## src/rtl/pipeline_ctrl_pkg.sv

```systemverilog
// Shared types and default latencies for the pipeline hazard/sequencing controller.
package pipes;

  typedef enum logic [0:0] {
    RUN     = 1'b0,
    MD_BUSY = 1'b1
  } ctrl_state_t;

  typedef struct packed {
    logic stall;
    logic flush;
  } stage_ctl_t;

  localparam int MUL_LAT_DEF = 3;
  localparam int DIV_LAT_DEF = 64;

endpackage

```

## src/rtl/pipeline_ctrl_md_timer.sv

```systemverilog
// Loadable down-counter timing a multi-cycle mul/div occupying the E stage.
module md_timer #(
  parameter int W = 6
) (
  input  logic         clk,
  input  logic         reset,
  input  logic         load,
  input  logic [W-1:0] load_val,
  input  logic         dec,
  output logic         zero
);

  logic [W-1:0] count;

  always_ff @(posedge clk or posedge reset) begin
    if (reset) begin
      count <= '0;
    end else if (load) begin
      count <= load_val;
    end else if (dec && count != '0) begin
      count <= count - W'(1);
    end
  end

  // Asserted on the decrement that lands the count on zero.
  assign zero = (count <= W'(1));

endmodule

```

## src/rtl/pipeline_ctrl.sv

```systemverilog
// Stall/flush sequencer for the 5-stage F/D/E/M/W core: memory waits, mul/div
// occupancy, branch redirects, load-use bubbles and fetch waits.
module pipeline_ctrl import pipes::*; #(
  parameter int MUL_LAT = MUL_LAT_DEF,
  parameter int DIV_LAT = DIV_LAT_DEF
) (
  input  logic       clk,
  input  logic       reset,
  input  logic       d_valid,
  input  logic [4:0] d_rs1,
  input  logic [4:0] d_rs2,
  input  logic       d_use1,
  input  logic       d_use2,
  input  logic       e_valid,
  input  logic [4:0] e_dst,
  input  logic       e_wen,
  input  logic       e_is_load,
  input  logic       e_is_mul,
  input  logic       e_is_div,
  input  logic       e_redirect,
  input  logic       i_req,
  input  logic       i_ack,
  input  logic       m_req,
  input  logic       m_ack,
  output logic       md_start,
  output logic       md_done,
  output logic       stall_f,
  output logic       stall_d,
  output logic       stall_e,
  output logic       stall_m,
  output logic       flush_d,
  output logic       flush_e,
  output logic       flush_m,
  output logic       flush_w,
  output logic       redirect_ok
);

  localparam int MAX_LAT = (DIV_LAT > MUL_LAT) ? DIV_LAT : MUL_LAT;
  localparam int CW      = (MAX_LAT > 1) ? $clog2(MAX_LAT) : 1;
  localparam logic [CW-1:0] MUL_LOAD = CW'(MUL_LAT - 1);
  localparam logic [CW-1:0] DIV_LOAD = CW'(DIV_LAT - 1);

  ctrl_state_t state, state_next;
  logic        md_done_pend, pend_next;
  logic        drop_next, drop_upd;

  logic        mem_wait, md_op, md_launch, lat_one, done_now;
  logic        load_use, fetch_wait, drop_hit, redir, timer_zero;
  logic        f_stall, w_flush;
  stage_ctl_t  d_ctl, e_ctl, m_ctl;

  md_timer #(.W(CW)) u_timer (
    .clk      (clk),
    .reset    (reset),
    .load     (md_launch & ~lat_one),
    .load_val (e_is_div ? DIV_LOAD : MUL_LOAD),
    .dec      (state == MD_BUSY),
    .zero     (timer_zero)
  );

  always_ff @(posedge clk or posedge reset) begin
    if (reset) begin
      state        <= RUN;
      md_done_pend <= 1'b0;
      drop_next    <= 1'b0;
    end else begin
      state        <= state_next;
      md_done_pend <= pend_next;
      drop_next    <= drop_upd;
    end
  end

  always_comb begin
    mem_wait   = m_req & ~m_ack;
    md_op      = e_valid & (e_is_mul | e_is_div);
    md_launch  = md_op & (state == RUN) & ~md_done_pend;
    lat_one    = e_is_div ? (DIV_LAT == 1) : (MUL_LAT == 1);
    done_now   = md_done_pend | (lat_one & md_launch);
    load_use   = e_valid & e_is_load & e_wen & (e_dst != 5'd0) & d_valid &
                 ((d_use1 & (d_rs1 == e_dst)) | (d_use2 & (d_rs2 == e_dst)));
    fetch_wait = i_req & ~i_ack;
    drop_hit   = drop_next & i_ack;

    f_stall = 1'b0;
    w_flush = 1'b0;
    d_ctl   = '0;
    e_ctl   = '0;
    m_ctl   = '0;
    redir   = 1'b0;

    // Strict priority: each branch owns every stall/flush it raises.
    if (mem_wait) begin
      f_stall     = 1'b1;
      d_ctl.stall = 1'b1;
      e_ctl.stall = 1'b1;
      m_ctl.stall = 1'b1;
      w_flush     = 1'b1;
    end else if (md_op & ~done_now) begin
      f_stall     = 1'b1;
      d_ctl.stall = 1'b1;
      e_ctl.stall = 1'b1;
      m_ctl.flush = 1'b1;
    end else begin
      redir = e_valid & e_redirect;
      if (redir) begin
        d_ctl.flush = 1'b1;
        e_ctl.flush = 1'b1;
      end else if (load_use) begin
        f_stall     = 1'b1;
        d_ctl.stall = 1'b1;
        e_ctl.flush = 1'b1;
      end else if (fetch_wait | drop_hit) begin
        d_ctl.flush = 1'b1;
      end
    end

    state_next = state;
    pend_next  = md_done_pend;
    drop_upd   = drop_next;

    case (state)
      RUN:     if (md_launch & ~lat_one) state_next = MD_BUSY;
      MD_BUSY: if (timer_zero) begin
                 state_next = RUN;
                 pend_next  = 1'b1;
               end
      default: state_next = RUN;
    endcase

    if (md_done_pend & ~e_ctl.stall) pend_next = 1'b0;
    if (md_launch & lat_one & e_ctl.stall) pend_next = 1'b1;

    // A fetch in flight when the PC is rewritten returns a stale instruction.
    if (redir & fetch_wait) drop_upd = 1'b1;
    else if (drop_hit & ~d_ctl.stall) drop_upd = 1'b0;
  end

  assign md_start    = md_launch & ~reset;
  assign md_done     = done_now & ~reset;
  assign stall_f     = f_stall & ~reset;
  assign stall_d     = d_ctl.stall & ~reset;
  assign stall_e     = e_ctl.stall & ~reset;
  assign stall_m     = m_ctl.stall & ~reset;
  assign flush_d     = d_ctl.flush & ~reset;
  assign flush_e     = e_ctl.flush & ~reset;
  assign flush_m     = m_ctl.flush & ~reset;
  assign flush_w     = w_flush & ~reset;
  assign redirect_ok = redir & ~reset;

endmodule
```

## config.mk

```make
export PLATFORM = sky130hd
export DESIGN_NAME = pipeline_ctrl
export DESIGN_NICKNAME = d
export VERILOG_FILES = /design/src/rtl/pipeline_ctrl_pkg.sv /design/src/rtl/pipeline_ctrl_md_timer.sv /design/src/rtl/pipeline_ctrl.sv
export SDC_FILE = /design/constraint.sdc
export NUM_CORES = 1
export LEC_CHECK = 0
export ABC_AREA = 1
export CORE_ASPECT_RATIO = 0.9
export CORE_MARGIN = 4
export CORE_UTILIZATION = 44
export DETAILED_ROUTE_END_ITERATION = 10
export MAX_ROUTING_LAYER = met4
export PLACE_DENSITY = 0.94
export REMOVE_ABC_BUFFERS = 1
export SKIP_CTS_REPAIR_TIMING = 1
export SYNTH_ARGS = -nofsm -noshare
export SYNTH_HDL_FRONTEND = slang
export SYNTH_SLANG_ARGS = --single-unit
```

## constraint.sdc

```tcl
create_clock -name clk -period 3.4 [get_ports clk]
set_clock_uncertainty 0.1 [all_clocks]
set_input_delay 0.51 -clock clk [delete_from_list [all_inputs] [get_ports clk]]
set_output_delay 0.51 -clock clk [all_outputs]
set_load 0.02 [all_outputs]
```

==> metrics.md <==
| Metric | Value |
|---|---|
| Critical Path Fanout Max | `4` |
| First-pass DRT Iterations | `4` |
| Crit path kind | `input pin to output pin` |
| Yosys cell types | `23` |
| Core area | `around 1900 um2` |
| DR WL/cell | `between 10 and 15 um` |
| P_leak | `0.000713 uW` |
| Worst-path cell chain | `clkdlybuf4s50_1 -> inv_1 -> nand2_1 -> nand2_1 -> nor2_1 -> nand3_1 -> nand2_1 -> nand3_1 -> a21oi_1 -> clkdlybuf4s50_1` |
| Cell row count | `15` |
| DRT iter0 DRCs | `17` |
| Final net count | `between 200 and 250` |
| # H-tree levels | `1` |
| Endpoints failing setup | `0` |
| Worst rel slew slack | `76.3%` |
| RSZ-0062 raised after global routing | `no` |
| Part of the Yosys area used for sequential elements | `24.9%` |
| Final Instance Area | `around 1300 um2` |
| Bufs and invs on worst path | `3` |
| Kind of start point of the critical path | `input pin` |
| Outcome | `completed` |
| Antenna Cells | `0` |
| Setup TNS | `0 ns` |
| Die ar. | `between 2000 and 3000 um2` |
| Fraction of registers with async set/reset | `100%` |
| Final worst path period share | `90.4%` |
| Initial Utilization | `46.7%` |
| Cell family with most CP delay | `buffers and inverters` |
| I/O Buffers | `40` |
| Inserted Clock Buffers | `3` |
| Fmax | `325 MHz` |
| Post-synth EDFFs | `0` |
| Final hold viol count | `0` |
| Critical Path Sink Type | `output pin` |
| VDD IR-drop max | `0.428 mV` |
| Share of layout cells above drive strength 1 | `6.28%` |
| DR vias/cell | `4.81` |
| Die Ht | `51.0 um` |
| Worst Path Required | `2.79 ns` |
| All-Layer GR Usage | `approximately a fifth` |
| Max clock buf depth | `2` |
| CTS root buffer | `clkbuf_4` |
| Clock slew at reported path FFs | `0.06 ns` |
| TritonCTS clock tree | `done` |
| Top-area cell type share of the netlist area | `24.9%` |
| HPWL after DPL | `2060 um` |
| Leading area contributor after synthesis | `dfrtp_1` |
| Largest net degree at the start of global routing | `10` |
| Vias | `just over 1000` |
| Initial antenna violation count | `0` |
| # DRC | `0` |
| Total power | `~620 uW` |
| WHS | `0.382 ns` |
| Dominant cell by count in the synthesized netlist | `nand2_1` |
| CTS sink cnt | `9` |
| Post-place instance area | `1320 um2` |
| Syn Std Cell Area | `903 um2` |
| Layout area overhead | `48.6%` |
| Hold WC Path Type | `flop to flop` |
| Global route overflow | `0` |
| Yosys warns | `0` |
| Avg Inst Size Synth | `around 6 um2` |
| Clock network latency to the later pin of the worst-skew pair | `0.27 ns` |
| Power Dens Cells | `460 nW/um2` |
| Fin crit period | `3.08 ns` |
| Fillers | `157` |
| Multi-input logic area | `536 um2` |
| Synthesized netlist cell count | `150` |
| Critical path's largest stage delay | `0.63 ns` |
| Die Wd | `55.8 um` |
| Reg area | `about 230 um2` |
| Max-slew violations | `0` |
| Number of global-route vias before repair | `968` |
| Top-Level Pins | `41` |
| Synth top cells by count | `nand2_1 (44), inv_1 (32), nor2_1 (22), dfrtp_1 (9), nand3_1 (7)` |
| Worst-margin pin slew | `0.355 ns` |
| CP max-delay cell | `clkdlybuf4s50_1` |
| Drt total wl | `2450 um` |
| Synth area leaders | `dfrtp_1 (25%), nand2_1 (18%), inv_1 (13%)` |
| WP data arrival | `roughly 2.5 ns` |
| MaxCap Viol Count | `0` |
| Post-layout util | `69.4%` |
| #FFs+latches synth | `9` |
| Most frequent CP cell | `nand2_1` |
| Routability cong. | `slightly above 0.8` |
| Predominant post-synthesis flop cell | `dfrtp_1` |
| Post-route ant nets | `0` |
| Global-route wire length before repair | `4130 um` |
==> final timing paths <==
path	start	to	slack, ns	depth (start not counted)
worst max-delay path	e_dst[4]	stall_d	0.32	10
worst min-delay path	drop_next	drop_next	0.38	2
worst max register to register	u_timer.count[0]	u_timer.count[4]	1.80	8
worst min register to register	drop_next	drop_next	0.38	2
max in group asynchronous	reset	u_timer.count[2]	2.32	2
min in group asynchronous	reset	u_timer.count[0]	0.62	2
==> metrics by stage <==
step / cells / setup WS [ns]
2_1_floorplan: 147 / 1.19
3_3_place_gp: 212 / 0.400
3_5_place_dp: 212 / 0.341
4_1_cts: 216 / 0.333
5_1_grt: 216 / 0.192
6_report: 216 / 0.325
==> report_power, final <==
| group | total, uW | switching, uW | internal [uW] |
|---|---|---|---|
| Sequential | 189 | 34.6 | 154 |
| Clock | 86.6 | 41.2 | 45.5 |
| Combinational | 342 | 196 | 146 |
==> flip-flops by register name, indices dropped and copies added, names as in the netlist <==
register,cells
drop_next,1
done_now,1
state,1
u_timer.count,6
==> routing by layer <==
| metal | up-vias | part of all wire, % | global-route usage (%) |
|---|---|---|---|
| met5 | - | 0 | - |
| met4 | 0 | 0.57 | 3.64 |
| met3 | 3 | 7.2 | 5.56 |
| met2 | 36 | 50 | 32.7 |
| met1 | 460 | 42 | 21.3 |
| li1 | 539 | - | - |
==> tightest hold or removal path: stages (launching register included) <==
cell and delay [ns]:
dfrtp_1 0.35, nand2_1 0.05, nand2_1 0.05
==> layout by cell type (no fill, tap or decap), drive strengths merged <==
master / count
nand2: 46
clkdlybuf4s50: 40
inv: 33
nor2: 25
dfrtp: 9
nand3: 7
o21ai: 7
a21oi: 6
clkbuf: 4
o211ai: 3
nand4: 3
ha: 3
a22oi: 2
xnor2: 1
nor4: 1
xor2: 1
==> logic make-up (layout without fill, tap and decap cells) <==
family          Yosys count  in the layout  share of synthesized area (%)
fa+ha+maj                 3              3                           4.16
buf+inv                  36             77                           15.8
flops                     9              9                           24.9
xor+xnor                  2              2                           1.94
simple gates             82             82                           39.8
compound gates           18             18                           13.4
==> layout make-up <==
class                           instances  area share (%)
Multi-Input combinational cell        105            39.9
Timing Repair Buffer                   40            29.8
Sequential cell                         9            16.8
Inverter                               33            9.23
Tap cell                               25            2.33
Clock buffer                            4            1.96
(Power assumes the default switching activity.)
